$ cat config.mk
export PLATFORM = sky130hd
export DESIGN_NAME = piso_serializer
export DESIGN_NICKNAME = d
export VERILOG_FILES = /design/src/rtl/piso_serializer.sv
export SDC_FILE = /design/constraint.sdc
export NUM_CORES = 1
export LEC_CHECK = 0
export BUFFER_PORTS_ARGS = -buffer_cell sky130_fd_sc_hd__buf_2
export CAP_MARGIN = 20
export CORE_MARGIN = 3
export CORE_UTILIZATION = 49
export DETAILED_ROUTE_END_ITERATION = 16
export PLACE_DENSITY_LB_ADDON = 0.05
export SYNTH_ARGS = -nofsm -noshare
export SYNTH_HDL_FRONTEND = slang
export SYNTH_SLANG_ARGS = --single-unit
$ cat constraint.sdc
create_clock -name clk -period 1.7 [get_ports clk]
set_clock_uncertainty 0.05 [all_clocks]
set_input_delay 0.085 -clock clk [delete_from_list [all_inputs] [get_ports clk]]
set_output_delay 0.085 -clock clk [all_outputs]
set_load 0.005 [all_outputs]
$ cat src/rtl/piso_serializer.sv
`default_nettype none
// ============================================================================
//  Module   : piso_serializer
//  Purpose  : Parallel-in, serial-out shift register. Sends each word MSB-first
//             with a valid/ready load handshake and per-bit backpressure.
//             Define PISO_PARITY_EN to append an even-parity bit to each frame.
//  Revision : 1.0 - initial release
// ============================================================================
module piso_serializer #(
    parameter int WIDTH = 8
) (
    input  logic             clk,
    input  logic             reset,
    input  logic [WIDTH-1:0] parallel_in,
    input  logic             load_valid,
    output logic             load_ready,
    output logic             serial_out,
    output logic             serial_valid,
    input  logic             serial_ready,
    output logic             last_bit,
    output logic             busy
);

    localparam int CW = $clog2(WIDTH + 1);
`ifdef PISO_PARITY_EN
    localparam logic [CW-1:0] LAST_CNT = CW'(WIDTH);
`else
    localparam logic [CW-1:0] LAST_CNT = CW'(WIDTH - 1);
`endif

    typedef enum logic [0:0] {
        IDLE  = 1'b0,
        SHIFT = 1'b1
    } state_t;

    state_t           state_q, state_d;
    logic [WIDTH-1:0] shreg_q, shreg_d;
    logic [CW-1:0]    cnt_q,   cnt_d;
`ifdef PISO_PARITY_EN
    logic             parity_q, parity_d;
`endif

    logic w_in_shift;
    logic w_at_last;
    logic w_beat;
    logic w_load_hs;
    logic w_data_bit;

    assign w_in_shift = (state_q == SHIFT);
    assign w_at_last  = w_in_shift && (cnt_q == LAST_CNT);
    assign w_beat     = w_in_shift && serial_ready;

    // The load window reopens on the final beat so back-to-back frames have no gap.
    assign load_ready = !reset && (!w_in_shift || (w_at_last && serial_ready));
    assign w_load_hs  = load_valid && load_ready;

`ifdef PISO_PARITY_EN
    // Once all data bits have shifted out, the trailing slot carries the parity.
    assign w_data_bit = (cnt_q == CW'(WIDTH)) ? parity_q : shreg_q[WIDTH-1];
`else
    assign w_data_bit = shreg_q[WIDTH-1];
`endif

    assign serial_out   = w_in_shift & w_data_bit;
    assign serial_valid = w_in_shift;
    assign busy         = w_in_shift;
    assign last_bit     = w_at_last;

    always_comb begin
        state_d  = state_q;
        shreg_d  = shreg_q;
        cnt_d    = cnt_q;
`ifdef PISO_PARITY_EN
        parity_d = parity_q;
`endif
        case (state_q)
            IDLE: begin
                if (w_load_hs) begin
                    state_d  = SHIFT;
                    shreg_d  = parallel_in;
                    cnt_d    = '0;
`ifdef PISO_PARITY_EN
                    parity_d = ^parallel_in;
`endif
                end
            end
            SHIFT: begin
                if (w_beat) begin
                    if (w_at_last) begin
                        if (w_load_hs) begin
                            shreg_d  = parallel_in;
                            cnt_d    = '0;
`ifdef PISO_PARITY_EN
                            parity_d = ^parallel_in;
`endif
                        end else begin
                            state_d = IDLE;
                            shreg_d = {shreg_q[WIDTH-2:0], 1'b0};
                            cnt_d   = '0;
                        end
                    end else begin
                        shreg_d = {shreg_q[WIDTH-2:0], 1'b0};
                        cnt_d   = cnt_q + CW'(1);
                    end
                end
            end
            default: state_d = IDLE;
        endcase
    end

    always_ff @(posedge clk) begin
        if (reset) begin
            state_q  <= IDLE;
            shreg_q  <= '0;
            cnt_q    <= '0;
`ifdef PISO_PARITY_EN
            parity_q <= 1'b0;
`endif
        end else begin
            state_q  <= state_d;
            shreg_q  <= shreg_d;
            cnt_q    <= cnt_d;
`ifdef PISO_PARITY_EN
            parity_q <= parity_d;
`endif
        end
    end

endmodule
`default_nettype wire

* Word-level counts from Yosys, hierarchy flattened
Index checks and enable logic that the tools add are counted. W data, S select, Z words.
Operators by class: $add $sub $neg 1, eq/ne operators 3, mux-type cells 13, bitwise operators 2, reductions and logical operators 9
Operators by type and width (number):
- $mux W8 | 4
- $pmux W8 S2 | 1
- $mux W4 | 3
- $pmux W4 S2 | 1
- $logic_and A1 B1 Y1 | 5
- $add A4 B1 Y4 const B | 1
- $eq A4 B3 Y1 const B | 1
- $mux W1 | 3
- $logic_not A1 Y1 | 2
- $ne A2 B1 Y1 const B | 1
- $ne A2 B2 Y1 const B | 1
- $pmux W1 S2 | 1
- $reduce_and A2 Y1 | 1
- $and A1 B1 Y1 | 1
- $logic_or A1 B1 Y1 | 1
- $not A1 Y1 | 1
Word-level totals: flip-flop bits (word level) 13

* Depth between registers and ports, before layout
depth in word-level cells 10, gate-level depth with buffers 4, gate-level depth less buffers 4

* Worst setup path before layout
No wires, ideal clock.
kind reg2reg, from register cnt_q[0], to register shreg_q[1], setup time 0.119 ns, arrival time 1.247 ns, required time 1.531 ns, path slack 0.285 ns, cell stages (with the launch flop) 5, path buffers 0, clock period less this slack 1.415 ns, path through dfxtp_1 > ha_1 > nand4b_1 > o31a_1 > o221a_2
On the way: cells in the longest elaborated chain, start to end 10, elaborated cells between the ends (all ways) 12, classes of those cells 2 x eq/ne; 4 x mux; 6 x reduce/logical
RTL lines:
- start: declaration | RTL line 38 | logic [CW-1:0] cnt_q, cnt_d;
- start signal: assignment | RTL line 122 | cnt_q <= cnt_d;
- $eq A4 B3 Y1 (*) | RTL line 50 | assign w_at_last = w_in_shift && (cnt_q == LAST_CNT);
- $logic_and A1 B1 Y1 (*) | RTL line 50
- $logic_and A1 B1 Y1 | RTL line 54 | assign load_ready = !reset && (!w_in_shift || (w_at_last && serial_ready));
- $logic_or A1 B1 Y1 | RTL line 54
- $logic_and A1 B1 Y1 | RTL line 54
- $logic_and A1 B1 Y1 | RTL line 55 | assign w_load_hs = load_valid && load_ready;
- $mux W8 | RTL line 90 | if (w_load_hs) begin
- $mux W8 | RTL line 89 | if (w_at_last) begin
- $mux W8 | RTL line 88 | if (w_beat) begin
- $pmux W8 S2 | RTL line 76 | case (state_q)
- end signal: assignment | RTL line 121 | shreg_q <= shreg_d;
- end: declaration | RTL line 37 | logic [WIDTH-1:0] shreg_q, shreg_d;
Every way passes the cells marked *; elsewhere a longest branch is shown, timed or not. The select of a mux whose other input is x is not followed. A chain may end at the register's enable or synchronous reset.

* Worst setup path after layout
Ends and elaborated chain as after synthesis.

==> impl_metrics.toml <==
[status]
run_status = "completed"

[clock_tree]
postCtsSetupBuffers = 0
cts_num_sinks = 13
tritoncts = "built"
htree_levels = 1
clk-insertion-delay-late_ns = 0.27
clock_path_buffers = 2
cts_buffers = 3
cts-root-buf = "clkbuf_4"
clkSlewWorstSetupHoldPaths_ns = 0.08

[setup_path]
critPathCapture = "shreg_q[1]"
critPathCaptureType = "register"
cp_slowest_stage_delay_ns = 0.39
r2r-end = "shreg_q[1]"
startpoint = "cnt_q[0]"
path_max_fanout = 7
crit_type = "reg -> reg"
cp.required_ns = 1.82
ff2ff_path_depth = 4
path_buf_inv = 0
startpoint_type = "register"
r2r_start = "cnt_q[0]"
path_cells = "ha_1, nand4b_1, o31a_1, o221a_2"
critical_path.top_delay_family = "compound AO/OA/AOI/OAI gates"
worstSetupPathDepth = 4
rrSetupSlack_ns = 0.09
cpMaxStageDelayCell = "o31a_1"
crit_arrival_ns = 1.73

[placement]
dp_cells = 101
gp_congestion = 0.773
hpwlAfterDp_um = 952
place_area_um2 = 732
io_buffers = 16

[synthesis]
yosysSeqAreaShare_pct = 40.3
syn_inst = 72
synthesis.area_um2 = 646
synth_cell_type_count = 23
ys_ff_latch = 13
avgSynthCellArea_um2 = 8.97
yosysWarnings = 0
synthesis.nets = 85

[route]
firstDrtPassIters = 4
drc = 0
viasPerCell = 5.53
drtIter0Drc = 15
vias = 581
drtAntennaViolNets = 0
wire_per_inst_um = 12.5
wirelength_um = 1310

[timing]
tightest_slew_ns = 0.319
finalCritPeriodShare_pct = 94.4
fin_tns_setup_ns = 0
slew_headroom_pct = 78.7
final-hold-violation-count = 0
setup_violations = 0
finalCriticalPeriod_ns = 1.61
slew_viol_final = 0
grt_setup_unrepaired = "no"
fmax_ghz = 0.623

[grt]
grt_max_degree = 17
antenna_found_initial = 0
grt_first_pass_wirelength_um = 2360
overflow = 0
grtUsageTotal_pct = 16.9
first_global_vias = 533

[finish]
syn2layout_area_growth_pct = 18.0
n_antenna_cell = 0
final_cells = 105
drive_above_1_share_pct = 38.5
nets = 105
post-route-util_pct = 65.1
most-common-layout-cells = "buf_2 (16), a21oi_1 (13), dfxtp_1 (13), inv_1 (9)"
layout_commonest_cell = "buf_2"
final_area_um2 = 762

[die]
rows = 12
die-area_um2 = 1790
die_w_um = 42.3
coreArea_um2 = 1170
ioPinCount = 17
die_h_um = 42.3
start_util_pct = 55.1

[flow_run]
maxCapViolCount = 0

[power_and_ir_drop]
peakVddDrop_v = 0.000591
cellPowerDensity_nw_per_um2 = 822
p_leak_nw = 0.323

[min_path]
hp-class = "in -> reg"
==> metal layers <==
metal	wire, µm	track usage [%]
met5	0	0
met4	10	1.86
met3	99	7.73
met2	554	24.9
met1	646	23.3
==> worst min-delay path by stage <==
| stage | cells after the start | slack [ns] | startpoint | end |
|---|---|---|---|---|
| after global placement | 2 | 0.30 | parallel_in[2] | shreg_q[2] |
| after detailed placement | 2 | 0.30 | parallel_in[3] | shreg_q[3] |
| after floorplan | 2 | 0.15 | load_valid | busy |
| after global routing | 2 | 0.01 | parallel_in[6] | shreg_q[6] |
| after CTS | 2 | 0.01 | parallel_in[3] | shreg_q[3] |
| final | 2 | 0.02 | parallel_in[3] | shreg_q[3] |
==> area by class of cell <==
class / instances / area, µm²
tap: 14 / 17.5
clock buffer: 4 / 26.3
multi-input combinational: 47 / 329
inverter: 9 / 33.8
timing repair buffer: 18 / 95.1
sequential: 13 / 260
fill: 114 / 409
==> cell usage after synthesis <==
library cell	n	area share (%)
or2_2	1	0.97
nand2_1	1	0.58
ha_1	1	1.9
buf_4	2	2.3
buf_6	1	1.7
nand4b_1	1	1.4
or4b_1	1	1.6
a21oi_1	13	10
nand4_1	2	1.9
or3b_2	2	2.7
nand3b_1	1	1.2
o221a_2	7	12
dfxtp_1	13	40
or2b_2	1	1.4
nand2_2	1	0.97
o31a_1	1	1.4
inv_1	9	5.2
a21o_2	1	1.4
o21bai_1	1	1.2
mux2i_1	1	1.6
a31oi_1	1	0.97
nor2_1	3	1.7
nand3_1	7	5.4
==> flip-flops by register name, summed over array words and instances (netlist names) <==
signal / flops
cnt_q: 4
shreg_q: 8
busy: 1
==> stage by stage <==
| stage | hold slack (ns) | total power, mW | setup WS, ns |
|---|---|---|---|
| 2_1_floorplan | 0.152 | 0.409 | 0.285 |
| 3_3_place_gp | 0.299 | 0.441 | 0.151 |
| 3_5_place_dp | 0.303 | 0.442 | 0.116 |
| 4_1_cts | 0.0107 | 0.636 | 0.0852 |
| 5_1_grt | 0.0133 | 0.668 | 0.0209 |
| 6_report | 0.0190 | 0.626 | 0.0945 |
==> power breakdown <==
group          switching, mW  internal (mW)  leakage (nW)
combinational         0.0470         0.0502         0.200
sequential            0.0138          0.325         0.107
clock                 0.0995         0.0910        0.0150
==> cells by family after synthesis <==
family	after synthesis	synth area share, %
flip-flops	13	40.3
AO/OA/AOI/OAI	24	27.1
adder cells (fa/ha/maj)	1	1.94
AND/OR/NAND/NOR	21	19.8
buffers and inverters	12	9.30
multiplexers	1	1.55
==> timing repair <==
item / CTS / global route
endpoints found under the setup margin: 0 / 7
resized for setup: 0 / 1
hold buffers: 0 / 0
Power figures use the tool's default switching activity.
